`src/rtl/input_layer_rd_sched_pkg.sv`:
```
// Shared constants and types for the input-layer AXI read scheduler.
// Holds the AXI burst encoding, engine count, outstanding-counter width,
// the scheduler FSM state enum and a one-hot helper.
package input_layer_rd_sched_pkg;

  localparam int unsigned NUM_ENG   = 4;
  localparam int unsigned ENG_IDX_W = 2;
  localparam int unsigned OUTST_W   = 4;

  localparam logic [1:0] AXI_BURST_INCR = 2'b01;

  typedef enum logic {
    ST_IDLE = 1'b0,
    ST_ADDR = 1'b1
  } rd_state_e;

  // One-hot engine select from a 2-bit engine index.
  function automatic logic [NUM_ENG-1:0] eng_onehot(input logic [ENG_IDX_W-1:0] idx);
    eng_onehot = NUM_ENG'(1) << idx;
  endfunction

endpackage

```
`src/rtl/input_layer_rd_sched_rr_arbiter4.sv`:
```
// Four-way round-robin arbiter.
// Grants the first requester at or after ptr_i, wrapping 3 -> 0.
// Ports:
//   req_i      per-engine request
//   ptr_i      highest-priority engine index
//   gnt_o      one-hot grant (zero when no request)
//   gnt_idx_o  index of the granted engine
//   any_o      at least one request present
module input_layer_rd_sched_rr_arbiter4
  import input_layer_rd_sched_pkg::*;
(
  input  logic [NUM_ENG-1:0]   req_i,
  input  logic [ENG_IDX_W-1:0] ptr_i,
  output logic [NUM_ENG-1:0]   gnt_o,
  output logic [ENG_IDX_W-1:0] gnt_idx_o,
  output logic                 any_o
);

  logic [ENG_IDX_W-1:0] idx_c;

  // Priority scan starting from the pointer; 2-bit index wraps naturally.
  always_comb begin
    gnt_o     = '0;
    gnt_idx_o = ptr_i;
    any_o     = 1'b0;
    idx_c     = '0;
    for (int unsigned k = 0; k < NUM_ENG; k++) begin
      idx_c = ptr_i + ENG_IDX_W'(k);
      if (!any_o && req_i[idx_c]) begin
        any_o     = 1'b1;
        gnt_idx_o = idx_c;
      end
    end
    if (any_o) begin
      gnt_o = eng_onehot(gnt_idx_o);
    end
  end

endmodule

```
`src/rtl/input_layer_rd_sched.sv`:
```
// AXI4 read-channel scheduler for the four input-layer fetch engines.
// Arbitrates burst requests round-robin, issues fixed-length INCR bursts on
// AR, caps outstanding bursts, and routes R beats back by ARID.
// Optional build macro: INPUT_LAYER_RD_ALIGN_CHECK_EN -- misaligned requests
// are accepted but dropped (no AR) and flag rd_err for the engine.
// Ports:
//   clk, reset           clock, asynchronous active-high reset
//   req_valid/addr/ready per-engine burst request (ready is one-hot, comb)
//   M_axi_ar*            AXI read address channel (master)
//   M_axi_r*             AXI read data channel (master)
//   rd_data/valid/last   beat passthrough to engines, rd_valid one-hot by rid
//   rd_ready             per-engine data ready
//   rd_err               sticky per-engine error flags
//   outstanding          issued-but-incomplete burst count
module input_layer_rd_sched
  import input_layer_rd_sched_pkg::*;
#(
  parameter int unsigned C_S_AXI_ID_WIDTH   = 3,
  parameter int unsigned C_S_AXI_ADDR_WIDTH = 32,
  parameter int unsigned C_S_AXI_DATA_WIDTH = 64,
  parameter int unsigned C_S_AXI_BURST_LEN  = 8,
  parameter int unsigned MAX_OUTSTANDING    = 4
) (
  input  logic                                  clk,
  input  logic                                  reset,
  input  logic [NUM_ENG-1:0]                    req_valid,
  input  logic [NUM_ENG*C_S_AXI_ADDR_WIDTH-1:0] req_addr,
  output logic [NUM_ENG-1:0]                    req_ready,
  output logic [C_S_AXI_ID_WIDTH-1:0]           M_axi_arid,
  output logic [C_S_AXI_ADDR_WIDTH-1:0]         M_axi_araddr,
  output logic [7:0]                            M_axi_arlen,
  output logic [2:0]                            M_axi_arsize,
  output logic [1:0]                            M_axi_arburst,
  output logic                                  M_axi_arvalid,
  input  logic                                  M_axi_arready,
  input  logic [C_S_AXI_ID_WIDTH-1:0]           M_axi_rid,
  input  logic [C_S_AXI_DATA_WIDTH-1:0]         M_axi_rdata,
  input  logic [1:0]                            M_axi_rresp,
  input  logic                                  M_axi_rlast,
  input  logic                                  M_axi_rvalid,
  output logic                                  M_axi_rready,
  output logic [C_S_AXI_DATA_WIDTH-1:0]         rd_data,
  output logic [NUM_ENG-1:0]                    rd_valid,
  output logic                                  rd_last,
  input  logic [NUM_ENG-1:0]                    rd_ready,
  output logic [NUM_ENG-1:0]                    rd_err,
  output logic [OUTST_W-1:0]                    outstanding
);

  localparam int unsigned AW = C_S_AXI_ADDR_WIDTH;
  localparam int unsigned IW = C_S_AXI_ID_WIDTH;

  rd_state_e              state_q, state_d;
  logic [ENG_IDX_W-1:0]   rr_ptr_q, rr_ptr_d;
  logic [ENG_IDX_W-1:0]   gnt_q, gnt_d;
  logic [AW-1:0]          araddr_q, araddr_d;
  logic [OUTST_W-1:0]     outstanding_q, outstanding_d;
  logic [NUM_ENG-1:0]     rd_err_q, rd_err_d;

  logic [NUM_ENG-1:0]     arb_gnt_c;
  logic [ENG_IDX_W-1:0]   arb_idx_c;
  logic                   arb_any_c;
  logic [AW-1:0]          sel_addr_c;
  logic                   ar_hs_c;
  logic [NUM_ENG-1:0]     drop_err_c;
  logic                   rid_ok_c;
  logic [ENG_IDX_W-1:0]   rid_lo_c;
  logic                   r_hs_c;
  logic                   dec_c;
  logic [NUM_ENG-1:0]     err_set_c;
  logic                   unused_rresp0;

  input_layer_rd_sched_rr_arbiter4 u_arb (
    .req_i     (req_valid),
    .ptr_i     (rr_ptr_q),
    .gnt_o     (arb_gnt_c),
    .gnt_idx_o (arb_idx_c),
    .any_o     (arb_any_c)
  );

  assign sel_addr_c = req_addr[arb_idx_c*AW +: AW];

`ifdef INPUT_LAYER_RD_ALIGN_CHECK_EN
  localparam int unsigned ALIGN_BYTES = C_S_AXI_BURST_LEN * C_S_AXI_DATA_WIDTH / 8;
  logic misaligned_c;
  assign misaligned_c = (sel_addr_c % AW'(ALIGN_BYTES)) != '0;
`endif

  // Scheduler FSM: grant in IDLE, hold AR in ADDR until accepted.
  always_comb begin
    state_d    = state_q;
    rr_ptr_d   = rr_ptr_q;
    gnt_d      = gnt_q;
    araddr_d   = araddr_q;
    req_ready  = '0;
    drop_err_c = '0;
    ar_hs_c    = 1'b0;
    unique case (state_q)
      ST_IDLE: begin
        if (arb_any_c && (outstanding_q < OUTST_W'(MAX_OUTSTANDING))) begin
          req_ready = arb_gnt_c;
`ifdef INPUT_LAYER_RD_ALIGN_CHECK_EN
          // Misaligned request is consumed without an AR; move the pointer on
          // so the offending engine cannot monopolise the grant.
          if (misaligned_c) begin
            drop_err_c = arb_gnt_c;
            rr_ptr_d   = arb_idx_c + ENG_IDX_W'(1);
          end else begin
            gnt_d    = arb_idx_c;
            araddr_d = sel_addr_c;
            state_d  = ST_ADDR;
          end
`else
          gnt_d    = arb_idx_c;
          araddr_d = sel_addr_c;
          state_d  = ST_ADDR;
`endif
        end
      end
      ST_ADDR: begin
        if (M_axi_arready) begin
          ar_hs_c  = 1'b1;
          rr_ptr_d = gnt_q + ENG_IDX_W'(1);
          state_d  = ST_IDLE;
        end
      end
      default: state_d = ST_IDLE;
    endcase
  end

  // R routing: ids outside the engine range are consumed and dropped.
  assign rid_ok_c = {1'b0, M_axi_rid} < (IW + 1)'(NUM_ENG);
  assign rid_lo_c = M_axi_rid[ENG_IDX_W-1:0];

  always_comb begin
    rd_valid = '0;
    if (M_axi_rvalid && rid_ok_c) begin
      rd_valid = eng_onehot(rid_lo_c);
    end
  end

  assign M_axi_rready  = rid_ok_c ? rd_ready[rid_lo_c] : 1'b1;
  assign r_hs_c        = M_axi_rvalid && M_axi_rready && rid_ok_c;
  assign rd_data       = M_axi_rdata;
  assign rd_last       = M_axi_rlast;
  assign unused_rresp0 = M_axi_rresp[0];

  // Outstanding count and sticky error flags.
  always_comb begin
    dec_c     = r_hs_c && M_axi_rlast && (outstanding_q != '0);
    err_set_c = drop_err_c;
    if (r_hs_c && (M_axi_rresp[1] || (M_axi_rlast && (outstanding_q == '0)))) begin
      err_set_c = err_set_c | eng_onehot(rid_lo_c);
    end
    outstanding_d = outstanding_q + OUTST_W'(ar_hs_c) - OUTST_W'(dec_c);
    rd_err_d      = rd_err_q | err_set_c;
  end

  always_ff @(posedge clk or posedge reset) begin
    if (reset) begin
      state_q       <= ST_IDLE;
      rr_ptr_q      <= '0;
      gnt_q         <= '0;
      araddr_q      <= '0;
      outstanding_q <= '0;
      rd_err_q      <= '0;
    end else begin
      state_q       <= state_d;
      rr_ptr_q      <= rr_ptr_d;
      gnt_q         <= gnt_d;
      araddr_q      <= araddr_d;
      outstanding_q <= outstanding_d;
      rd_err_q      <= rd_err_d;
    end
  end

  assign M_axi_arvalid = (state_q == ST_ADDR);
  assign M_axi_arid    = IW'(gnt_q);
  assign M_axi_araddr  = araddr_q;
  assign M_axi_arlen   = 8'(C_S_AXI_BURST_LEN - 1);
  assign M_axi_arsize  = 3'($clog2(C_S_AXI_DATA_WIDTH / 8));
  assign M_axi_arburst = AXI_BURST_INCR;
  assign rd_err        = rd_err_q;
  assign outstanding   = outstanding_q;

endmodule

```
`config.mk`:
```
export PLATFORM = sky130hd
export DESIGN_NAME = input_layer_rd_sched
export DESIGN_NICKNAME = d
export VERILOG_FILES = /design/src/rtl/input_layer_rd_sched_pkg.sv /design/src/rtl/input_layer_rd_sched_rr_arbiter4.sv /design/src/rtl/input_layer_rd_sched.sv
export SDC_FILE = /design/constraint.sdc
export NUM_CORES = 1
export LEC_CHECK = 0
export CAP_MARGIN = 20
export CORE_AREA = 2 2 131 133
export CTS_CLUSTER_DIAMETER = 120
export DETAILED_ROUTE_END_ITERATION = 16
export DIE_AREA = 0 0 133 135
export HOLD_SLACK_MARGIN = 0.08
export SYNTH_ARGS = -nofsm -noshare
export SYNTH_HDL_FRONTEND = slang
export SYNTH_SLANG_ARGS = --single-unit
```
`constraint.sdc`:
```
create_clock -name clk -period 2.7 [get_ports clk]
set_input_delay 0.54 -clock clk [delete_from_list [all_inputs] [get_ports clk]]
set_output_delay 0.54 -clock clk [all_outputs]
set_load 0.005 [all_outputs]
```
==> results.md <==
* Setup crit start kind: input pin
* Yosys cell types at 46
* Slew margin rel. at 0.5871
* Mapped Cells at 456
* Pwr per Cell Area at 841.6 nW/um2
* CP max-delay cell: or4_4
* Share of synthesized registers carrying an async set or reset at 1.000
* Worst-path clk slew at 0.07 ns
* Crit-path cells: dlygate4sd2_1 > buf_4 > nor2b_1 > or4_4 > nand2_1 > buf_4 > mux4_2 > mux2_2
* Initial DRC count at 244
* Netlist area before placement at 3886 um2
* PortBufs at 197
* Most frequent cell after synthesis: buf_4
* CTS tree: yes
* Setup crit end kind: register
* Fin util at 0.3650
* Reg area at 1126 um2
* Mapped Avg Cell Area at 8.522 um2
* Internal power at 3.060 mW
* Vias at 4042
* Met3 WL at 1223 um
* Sw power at 1.980 mW
* CTS H-Tree Depth at 2
* Drt drc at 0
* Die ar. at 17960 um2
* Fillers at 1663
* Layout Area Growth over Synthesis at 54.09%
* Max clock buf depth at 2
* RSZ-0062 raised after global routing: false
* Final critical-path share of the clock period at 0.9440
* Placed Area at 5774 um2
* Global-route wire length before repair at 23090 um
* M1 wire length at 5852 um
* Register area share after synthesis at 0.2898
* Hpwl dp at 11480 um
* Share of power burned in registers at 0.250
* Final non-filler cell area at 5988 um2
* Most used DFF post-synth: dfrtp_1
* Worst EP required at 2.89 ns
* CP bufs+invs at 3
* Core footprint at 16410 um2
* Synth cell count leaders: buf_4 (80), dfrtp_1 (45), o21ai_0 (38)
* Switching Share at 0.3929
* Cell taking the most area after synthesis: dfrtp_1
* Clk Tree Root Cell: clkbuf_16
* Worst setup margin at 0.1511 ns
* Hold Crit Class: reg -> reg
* Die X at 133 um
* Critical path's top delay family: buffers and inverters
* CP dominant cell by count: buf_4
* GRT overflow at 0
* Area of the multi-input gates at 2101 um2
* Clock skew at 0.004186 ns
* Actual slew at the worst max-slew pin at 0.6194 ns
* Clk sinks at 45
* Clk pwr share at 0.148
* Pwr Total at 5.040 mW
* Ports at 341
* GRT Overall Usage at 0.1656
* Largest net degree at the start of global routing at 57
* Leakage at 2.264 nW
* Drt total wl at 15280 um
* DR WL met2 at 7573 um
* Maximum fanout along the worst path at 25
* Worst vdd ir at 400.5 uV
* Combinational Power Share at 0.602
* Pre-CTS setup slack at -0.4845 ns
* Diodes inserted at 0
* Setup violators final at 0
* Max Cap Viol at 0
* Placed cells at 808
* Pre-Repair DR Iteration Count at 4
* CP max stage delay at 0.52 ns
* Routability cong. at 0.8319
* Top sig layer: met4
* EDFF count, synth at 0
* Vias in the first global route at 4148
* Synth area leaders: dfrtp_1 (29%), buf_4 (15%), nor4b_1 (5.9%)
* Post-synthesis register bit count at 45
* Outcome: complete, no violations
* Rows at 47
* Worst-skew pair later-pin latency at 0.30 ns
* Minimum clock period at 2.549 ns
* Fraction of layout cells with a size suffix above 1 at 0.1357
* Final nets at 813
* Crit path kind: in -> reg
* Final std cells w/o fill at 817
* Via density at 4.947
* Die height at 135 um
* DRT antenna net count at 0
* WL/cell at 18.70 um
* Max-slew violation count at 0
* Starting density of the core at 0.2369
* Share of the synthesized area in the top cell type at 0.2898
* WP data arrival at 2.74 ns
* Final Hold Violating Endpoints at 0
* CTS buffer count at 5
* Yosys warnings at 0
* Max Fclk at 392.3 MHz
* Initial antenna violation count at 0
==> cells in the final DEF, fill, tap and decap left out, types with 14 or more instances in the layout <==
cell	instances
a41oi_1	25
nand2_1	35
conb_1	14
clkdlybuf4s50_1	187
dfrtp_1	45
nor2_1	36
o21ai_1	14
nor4b_1	25
o21ai_0	38
o31a_1	25
buf_4	35
==> registers in the layout, indices dropped and copies added (netlist names) <==
name / count
outstanding: 4
rr_ptr_q: 2
rd_err: 4
M_axi_arvalid: 1
M_axi_araddr: 32
gnt_q: 2
==> kinds of logic after synthesis <==
kind of cell / after synthesis / share of synthesized area
simple gates: 129 / 0.1803
fa+ha+maj: 7 / 0.02447
other cells: 2 / 0.001932
flops: 45 / 0.2898
mux: 13 / 0.05795
buf+inv: 124 / 0.2015
xor+xnor: 3 / 0.006762
compound gates: 133 / 0.2373
==> power groups by stage <==
| stage | clock network, mW | registers [mW] | logic, mW |
|---|---|---|---|
| 3_3_place_gp | 0 | 1.26 | 2.97 |
| 5_1_grt | 0.796 | 1.31 | 3.31 |
| 2_1_floorplan | 0 | 1.24 | 1.59 |
| 6_report | 0.746 | 1.26 | 3.03 |
| 4_1_cts | 0.777 | 1.27 | 3.06 |
| 3_5_place_dp | 0 | 1.27 | 3.03 |
==> through the flow <==
stage / hold slack [ns] / TNS [ns]
6_report: 0.4571 / 0
5_1_grt: 0.4690 / 0
4_1_cts: 0.4622 / 0
3_5_place_dp: 0.4451 / -6.633
3_3_place_gp: 0.4400 / -5.015
2_1_floorplan: 0.4510 / 0
==> layer usage <==
metal,vias up,GRT usage
li1,1854,-
met4,0,0.08065
met3,54,0.04880
met5,-,0
met1,1939,0.1837
met2,195,0.2907
==> final timing paths <==
path                                    from               end  slack, ns  depth (start not counted)
worst max-delay path            req_valid[0]  M_axi_araddr[21]       0.15                          8
worst min-delay path               rd_err[0]         rd_err[0]       0.46                          1
worst max register to register   rr_ptr_q[0]  M_axi_araddr[21]       0.24                          7
worst min register to register     rd_err[0]         rd_err[0]       0.46                          1
max in group asynchronous              reset         rd_err[2]       1.54                          3
min in group asynchronous              reset   M_axi_araddr[9]       0.61                          2
==> what timing repair did <==
item / in CTS / in global routing
gates resized for setup: 16 / 9
hold endpoints to repair: 0 / 0
hold buffers: 0 / 0
setup endpoints to repair: 11 / 4
buffers inserted: 1 / 0
pin swaps: 2 / 4
==> final cells by class <==
type | instances | share of cell area
clock inverter | 3 | 0.007731
tap | 220 | 0.04597
clock buffer | 5 | 0.02089
inverter | 9 | 0.005641
sequential | 45 | 0.1880
multi-input combinational | 299 | 0.3508
timing repair buffer | 236 | 0.3809
Power figures use the tool's default switching activity.
